`src/rtl/key_seq_if.sv`:
```
// Push-button inputs and command pulse outputs for the hex counter front-end.
// The master side drives the raw keys; the slave side is the key sequencer.
interface key_seq_if;
  logic key_clr_n;
  logic key_inc_n;
  logic key_dec_n;
  logic clr_pulse;
  logic inc_pulse;
  logic dec_pulse;
  logic busy;

  modport master (
    output key_clr_n, key_inc_n, key_dec_n,
    input  clr_pulse, inc_pulse, dec_pulse, busy
  );

  modport slave (
    input  key_clr_n, key_inc_n, key_dec_n,
    output clr_pulse, inc_pulse, dec_pulse, busy
  );
endinterface

```
`src/rtl/key_seq_ctrl.sv`:
```
// Synchronises and debounces three push-buttons, arbitrates inc/dec with
// auto-repeat, and emits single-cycle clr/inc/dec commands for the counter.
module key_seq_ctrl #(
  parameter int DEBOUNCE_CYCLES = 500000,
  parameter int REPEAT_DELAY    = 25000000,
  parameter int REPEAT_PERIOD   = 10000000,
  parameter int REPEAT_EN       = 1
) (
  input  logic      clk,
  input  logic      rst_n,
  key_seq_if.slave  kif
);

  localparam int DB_W    = $clog2(DEBOUNCE_CYCLES);
  localparam int TMR_MAX = (REPEAT_DELAY > REPEAT_PERIOD) ? REPEAT_DELAY : REPEAT_PERIOD;
  localparam int TMR_W   = $clog2(TMR_MAX);

  localparam logic [DB_W-1:0]  DB_LAST     = DB_W'(DEBOUNCE_CYCLES - 1);
  localparam logic [TMR_W-1:0] DELAY_LAST  = TMR_W'(REPEAT_DELAY - 1);
  localparam logic [TMR_W-1:0] PERIOD_LAST = TMR_W'(REPEAT_PERIOD - 1);

  localparam int K_CLR = 0;
  localparam int K_INC = 1;
  localparam int K_DEC = 2;

  typedef enum logic [1:0] {
    S_IDLE   = 2'd0,
    S_HOLD   = 2'd1,
    S_REPEAT = 2'd2
  } state_e;

  typedef enum logic {
    OWN_INC = 1'b0,
    OWN_DEC = 1'b1
  } owner_e;

  logic [2:0]            raw_n;
  logic [2:0]            key_act;
  logic [2:0]            sync1_d, sync1_q;
  logic [2:0]            sync2_d, sync2_q;
  logic [2:0]            deb_d, deb_q;
  logic [2:0][DB_W-1:0]  db_cnt_d, db_cnt_q;
  logic                  clr_prev_d, clr_prev_q;
  state_e                state_d, state_q;
  owner_e                owner_d, owner_q;
  logic [TMR_W-1:0]      timer_d, timer_q;
  logic                  clr_pulse_d, clr_pulse_q;
  logic                  inc_pulse_d, inc_pulse_q;
  logic                  dec_pulse_d, dec_pulse_q;
  logic                  busy_d, busy_q;
  logic                  owner_held;

  assign raw_n   = {kif.key_dec_n, kif.key_inc_n, kif.key_clr_n};
  assign key_act = ~sync2_q;

  // Two-flop synchroniser (raw keys are active-low and asynchronous)
  always_comb begin
    sync1_d = raw_n;
    sync2_d = sync1_q;
  end

  // Per-key debounce: a level change is accepted only after it has persisted
  // for DEBOUNCE_CYCLES consecutive cycles.
  always_comb begin
    deb_d    = deb_q;
    db_cnt_d = db_cnt_q;
    for (int k = 0; k < 3; k++) begin
      if (key_act[k] == deb_q[k]) begin
        db_cnt_d[k] = '0;
      end else if (db_cnt_q[k] == DB_LAST) begin
        deb_d[k]    = key_act[k];
        db_cnt_d[k] = '0;
      end else begin
        db_cnt_d[k] = db_cnt_q[k] + 1'b1;
      end
    end
  end

  assign owner_held = (owner_q == OWN_DEC) ? deb_q[K_DEC] : deb_q[K_INC];

  always_comb begin
    state_d     = state_q;
    owner_d     = owner_q;
    timer_d     = timer_q;
    inc_pulse_d = 1'b0;
    dec_pulse_d = 1'b0;
    clr_pulse_d = deb_q[K_CLR] & ~clr_prev_q;
    clr_prev_d  = deb_q[K_CLR];

    // A held clear overrides everything and parks the FSM
    if (deb_q[K_CLR]) begin
      state_d = S_IDLE;
      timer_d = '0;
    end else begin
      unique case (state_q)
        S_IDLE: begin
          if (deb_q[K_INC] ^ deb_q[K_DEC]) begin
            inc_pulse_d = deb_q[K_INC];
            dec_pulse_d = deb_q[K_DEC];
            owner_d     = deb_q[K_DEC] ? OWN_DEC : OWN_INC;
            timer_d     = '0;
            state_d     = S_HOLD;
          end
        end
        S_HOLD: begin
          if (!owner_held) begin
            state_d = S_IDLE;
          end else if (REPEAT_EN != 0) begin
            if (timer_q == DELAY_LAST) begin
              inc_pulse_d = (owner_q == OWN_INC);
              dec_pulse_d = (owner_q == OWN_DEC);
              timer_d     = '0;
              state_d     = S_REPEAT;
            end else begin
              timer_d = timer_q + 1'b1;
            end
          end
        end
        S_REPEAT: begin
          if (!owner_held) begin
            state_d = S_IDLE;
          end else if (timer_q == PERIOD_LAST) begin
            inc_pulse_d = (owner_q == OWN_INC);
            dec_pulse_d = (owner_q == OWN_DEC);
            timer_d     = '0;
          end else begin
            timer_d = timer_q + 1'b1;
          end
        end
        default: begin
          state_d = S_IDLE;
        end
      endcase
    end

    busy_d = (state_d != S_IDLE);
  end

  always_ff @(posedge clk or negedge rst_n) begin
    if (!rst_n) begin
      sync1_q     <= 3'b111;
      sync2_q     <= 3'b111;
      deb_q       <= 3'b000;
      db_cnt_q    <= '0;
      clr_prev_q  <= 1'b0;
      state_q     <= S_IDLE;
      owner_q     <= OWN_INC;
      timer_q     <= '0;
      clr_pulse_q <= 1'b0;
      inc_pulse_q <= 1'b0;
      dec_pulse_q <= 1'b0;
      busy_q      <= 1'b0;
    end else begin
      sync1_q     <= sync1_d;
      sync2_q     <= sync2_d;
      deb_q       <= deb_d;
      db_cnt_q    <= db_cnt_d;
      clr_prev_q  <= clr_prev_d;
      state_q     <= state_d;
      owner_q     <= owner_d;
      timer_q     <= timer_d;
      clr_pulse_q <= clr_pulse_d;
      inc_pulse_q <= inc_pulse_d;
      dec_pulse_q <= dec_pulse_d;
      busy_q      <= busy_d;
    end
  end

  assign kif.clr_pulse = clr_pulse_q;
  assign kif.inc_pulse = inc_pulse_q;
  assign kif.dec_pulse = dec_pulse_q;
  assign kif.busy      = busy_q;

endmodule

```
`src/flat_wrapper.sv`:
```
// flat-port wrapper written by rule: the top's interface ports become plain ports
module key_seq_ctrl_flat 
#(
  parameter int DEBOUNCE_CYCLES = 500000,
  parameter int REPEAT_DELAY    = 25000000,
  parameter int REPEAT_PERIOD   = 10000000,
  parameter int REPEAT_EN       = 1
)
  (clk, rst_n, kif_key_clr_n, kif_key_inc_n, kif_key_dec_n, kif_clr_pulse, kif_inc_pulse, kif_dec_pulse, kif_busy);
  key_seq_if kif_i ();
  input  logic clk;
  input  logic rst_n;
  input wire logic [$bits(kif_i.key_clr_n)-1:0] kif_key_clr_n;
  input wire logic [$bits(kif_i.key_inc_n)-1:0] kif_key_inc_n;
  input wire logic [$bits(kif_i.key_dec_n)-1:0] kif_key_dec_n;
  output wire logic [$bits(kif_i.clr_pulse)-1:0] kif_clr_pulse;
  output wire logic [$bits(kif_i.inc_pulse)-1:0] kif_inc_pulse;
  output wire logic [$bits(kif_i.dec_pulse)-1:0] kif_dec_pulse;
  output wire logic [$bits(kif_i.busy)-1:0] kif_busy;
  assign kif_i.key_clr_n = kif_key_clr_n;
  assign kif_i.key_inc_n = kif_key_inc_n;
  assign kif_i.key_dec_n = kif_key_dec_n;
  assign kif_clr_pulse = kif_i.clr_pulse;
  assign kif_inc_pulse = kif_i.inc_pulse;
  assign kif_dec_pulse = kif_i.dec_pulse;
  assign kif_busy = kif_i.busy;
  key_seq_ctrl #(.DEBOUNCE_CYCLES(DEBOUNCE_CYCLES), .REPEAT_DELAY(REPEAT_DELAY), .REPEAT_PERIOD(REPEAT_PERIOD), .REPEAT_EN(REPEAT_EN)) u_core (.clk(clk), .rst_n(rst_n), .kif(kif_i));
endmodule
```
`config.mk`:
```
export PLATFORM = sky130hd
export DESIGN_NAME = key_seq_ctrl_flat
export DESIGN_NICKNAME = d
export VERILOG_FILES = /design/src/rtl/key_seq_if.sv /design/src/rtl/key_seq_ctrl.sv /design/src/flat_wrapper.sv
export SDC_FILE = /design/constraint.sdc
export NUM_CORES = 1
export LEC_CHECK = 0
export ABC_AREA = 1
export CORE_MARGIN = 1
export CORE_UTILIZATION = 35
export CTS_CLUSTER_DIAMETER = 80
export DETAILED_ROUTE_END_ITERATION = 10
export DONT_BUFFER_PORTS = 1
export PLACE_DENSITY = 0.56
export SYNTH_ARGS = -nofsm -noshare
export SYNTH_HDL_FRONTEND = slang
export SYNTH_SLANG_ARGS = --single-unit
```
`constraint.sdc`:
```
create_clock -name clk -period 1.87 [get_ports clk]
set_input_delay 0.374 -clock clk [delete_from_list [all_inputs] [get_ports clk]]
set_output_delay 0.374 -clock clk [all_outputs]
set_load 0.05 [all_outputs]
```
==> run metrics <==
status=complete, but fails checks; failing checks=negative hold slack; # diodes=0; # H-tree levels=3; nets=808; Vias=4832; fraction of registers with async set or reset after synthesis=100%; post-synthesis instance total=771; synth top area cells=dfrtp_1 41%, nand2_1 12%, nor2_1 8.3%; Worst setup SP type=flip-flop; CTS Sinks=99; antenna-violating nets left=0; # Max-Cap Violations=0; Worst Skew=0.00676 ns; Avg WL per Cell=12.2 um; PortBufs=0; Yosys warnings=0; layout overhead on the synthesized area=11.9%; IO Pins=9; min setup slack post-route=0.150 ns; RSZ-0062 raised after global routing=true; Arr. time, crit path=1.96 ns; Final Cell Area=6380 um^2; flops & latches, synth=99; Die ar.=16800 um^2; Critical Path RT=2.11 ns; crit-path cells=ha_1 -> nand2_1 -> nor2_2 -> nand2_1 -> nor2_1 -> nand2_1 -> nand2_2 -> nand2_8 -> a21oi_4 -> nor2_1; Synth Area per Inst=7.40 um^2; fraction of layout cells with a size suffix above 1=9.15%; crit-path max cell delay=0.37 ns; sequential-to-total area share from yosys stat=43.6%; Yosys cell types=35; top_reg_cell synth=dfrtp_1; top cell type by total area after synthesis=dfrtp_1; placed cell area=6030 um^2; count leader, synth=nand2_1; Die Height=130 um; synthesized cell area=5700 um^2; final total power=4060 uW; hpwl dp=8.95 mm; kind of critical path=flip-flop to flip-flop; Tcrit/Tclk final=92.0%; Post-CTS Hold Buffers=3; Bufs and invs on worst path=0; syn nets=786; vias in the first global route=4540; root buffer cell=clkbuf_16; gr usage total=16.6%; Crit path max-delay family=simple AND/OR/NAND/NOR gates; initial antenna violation count=0; crit-path max FO=19; Slew Limit Headroom=68.3%; Via density=4.77; Peak VDD IR=0.000493 V; post-synth top area share=40.8%; Placeable Area=15900 um^2; slew at the pin closest to its max-slew limit=0.475 ns; row count=46; first-pass GRT wire length=21.7 mm; Die Width=130 um; drt first-iter violations=281; grt total ovfl=0; Filler cells=1689; clk slew on worst S/H paths=0.07 ns; WL final=12.4 mm; residual DRC count=0; Hold Fails Final Rpt=99; path type of the worst min-delay path=primary input to async pin; most frequent CP cell=nand2_1; largest net degree at the start of global routing=100; slowest CP cell=dfrtp_1; worst slack, placed=0.0791 ns; Initial Util=35.9%; final core occ=40.2%; hold slack final=-0.287 ns; DR pass1 iterations=4; clock buffer depth=2; commonest cells in the synthesized netlist=177 x nand2_1, 126 x nor2_1, 99 x inv_1; leak pwr=0.00279 uW; CTS tree=built; fmax=581 MHz; clock latency on the worst-skew pair=0.36 ns; PwrDens=637 nW/um^2; CTS buffer count=9; Finish-stage setup viols=0; Post-synth EDFFs=0; minimum clock period=1.72 ns; gpl congestion=0.861; crit path capture type=flip-flop; Pins Over Slew Limit=0
-- cells in the final DEF (no fill, tap or decap), types with 3 or more instances in the layout --
| master | synthesis | routed |
|---|---|---|
| buf_4 | 2 | 15 |
| nor2_2 | 10 | 9 |
| o21ai_0 | 21 | 21 |
| nand2_2 | 9 | 9 |
| dlygate4sd3_1 | 0 | 3 |
| xor2_1 | 23 | 23 |
| inv_1 | 99 | 98 |
| ha_1 | 10 | 8 |
| nor3b_1 | 9 | 9 |
| clkinv_4 | 0 | 3 |
| nand2_1 | 177 | 177 |
| nor4_1 | 4 | 4 |
| dfrtp_1 | 93 | 93 |
| nor2_4 | 4 | 6 |
| o21ai_1 | 4 | 4 |
| clkbuf_16 | 0 | 9 |
| nand4_1 | 32 | 32 |
| nor3_1 | 27 | 27 |
| nor2_1 | 126 | 125 |
| inv_2 | 2 | 3 |
| a31oi_1 | 5 | 5 |
| xnor2_1 | 3 | 3 |
| dfstp_2 | 6 | 6 |
| nand3_1 | 52 | 52 |
| a21oi_1 | 35 | 35 |
-- area by class of cell --
class / instances / area [um^2] / area share (%)
clock inverter: 6 / 50.0 / 0.785
multi-input combinational: 563 / 2810 / 44.0
timing repair buffer: 18 / 143 / 2.24
clock buffer: 10 / 239 / 3.75
sequential: 99 / 2480 / 39.0
inverter: 102 / 383 / 6.00
tap: 216 / 270 / 4.24
-- registers in the layout, indices dropped and copies added, names as in the netlist --
| register | cells |
|---|---|
| u_core.deb_q | 3 |
| u_core.kif.inc_pulse | 1 |
| u_core.timer_q | 25 |
| u_core.sync2_q | 3 |
| u_core.db_cnt_q | 57 |
| u_core.kif.clr_pulse | 1 |
| u_core.sync1_q | 3 |
| u_core.owner_q | 1 |
| u_core.state_q | 2 |
| u_core.clr_prev_q | 1 |
| u_core.kif.busy | 1 |
| u_core.kif.dec_pulse | 1 |
-- final timing paths --
path                       cells past startpoint              start             endpoint  slack [ns]
min in group clk                               0  u_core.sync1_q[1]    u_core.sync2_q[1]        0.36
hold / removal                                 0              rst_n  u_core.db_cnt_q[52]       -0.29
max in group asynchronous                      0              rst_n    u_core.sync1_q[2]        1.92
setup / recovery                              10  u_core.timer_q[0]    u_core.timer_q[3]        0.15
hold reg to reg                                0  u_core.sync1_q[1]    u_core.sync2_q[1]        0.36
setup reg to reg                              10  u_core.timer_q[0]    u_core.timer_q[3]        0.15
-- metrics by stage --
| stage | std cells | TNS, ns | hold WS [ns] |
|---|---|---|---|
| after global routing | 1014 | -0.0125 | -0.310 |
| after detailed placement | 994 | 0 | 0.0848 |
| after floorplan | 771 | 0 | 0.0784 |
| final | 1014 | 0 | -0.287 |
| after CTS | 1013 | 0 | -0.305 |
| after global placement | 994 | 0 | 0.0842 |
-- routing by layer --
layer	track usage (%)	share of wire (%)	vias up
met3	4.13	2.8	12
met5	0	0	-
met1	22.8	50	2238
met4	5.27	1.6	0
met2	25.5	45	50
li1	-	-	2532
-- cell families after synthesis --
kind of cell / count (synthesis) / share of synthesized area [%]
adders and majority gates: 10 / 2.19
buffers and inverters: 109 / 7.61
AOI/OAI and AO/OA: 69 / 6.50
and+or+nand+nor: 458 / 36.1
xor gates and xnor gates: 26 / 3.99
DFF: 99 / 43.6
-- power by group --
group	total, uW	leakage (uW)	switching, uW	internal, uW
clock	1810	0.000141	859	953
sequential	2180	0.00136	17.7	2170
combinational	65.7	0.00129	41.3	24.4
total	4060	0.00279	918	3140
-- worst reg2reg max path, delay by kind of cell (launching register included) --
family,cells,cell delay [ns]
adders and majority gates,1,0.17
DFF,1,0.37
and+or+nand+nor,8,0.84
AOI/OAI and AO/OA,1,0.22
-- timing repair --
item | CTS | global route
setup endpoints to repair | 0 | 21
endpoints found under the hold margin | 102 | 99
gates resized for setup | 0 | 7
buffers inserted | 0 | 1
Power figures use the tool's default switching activity.
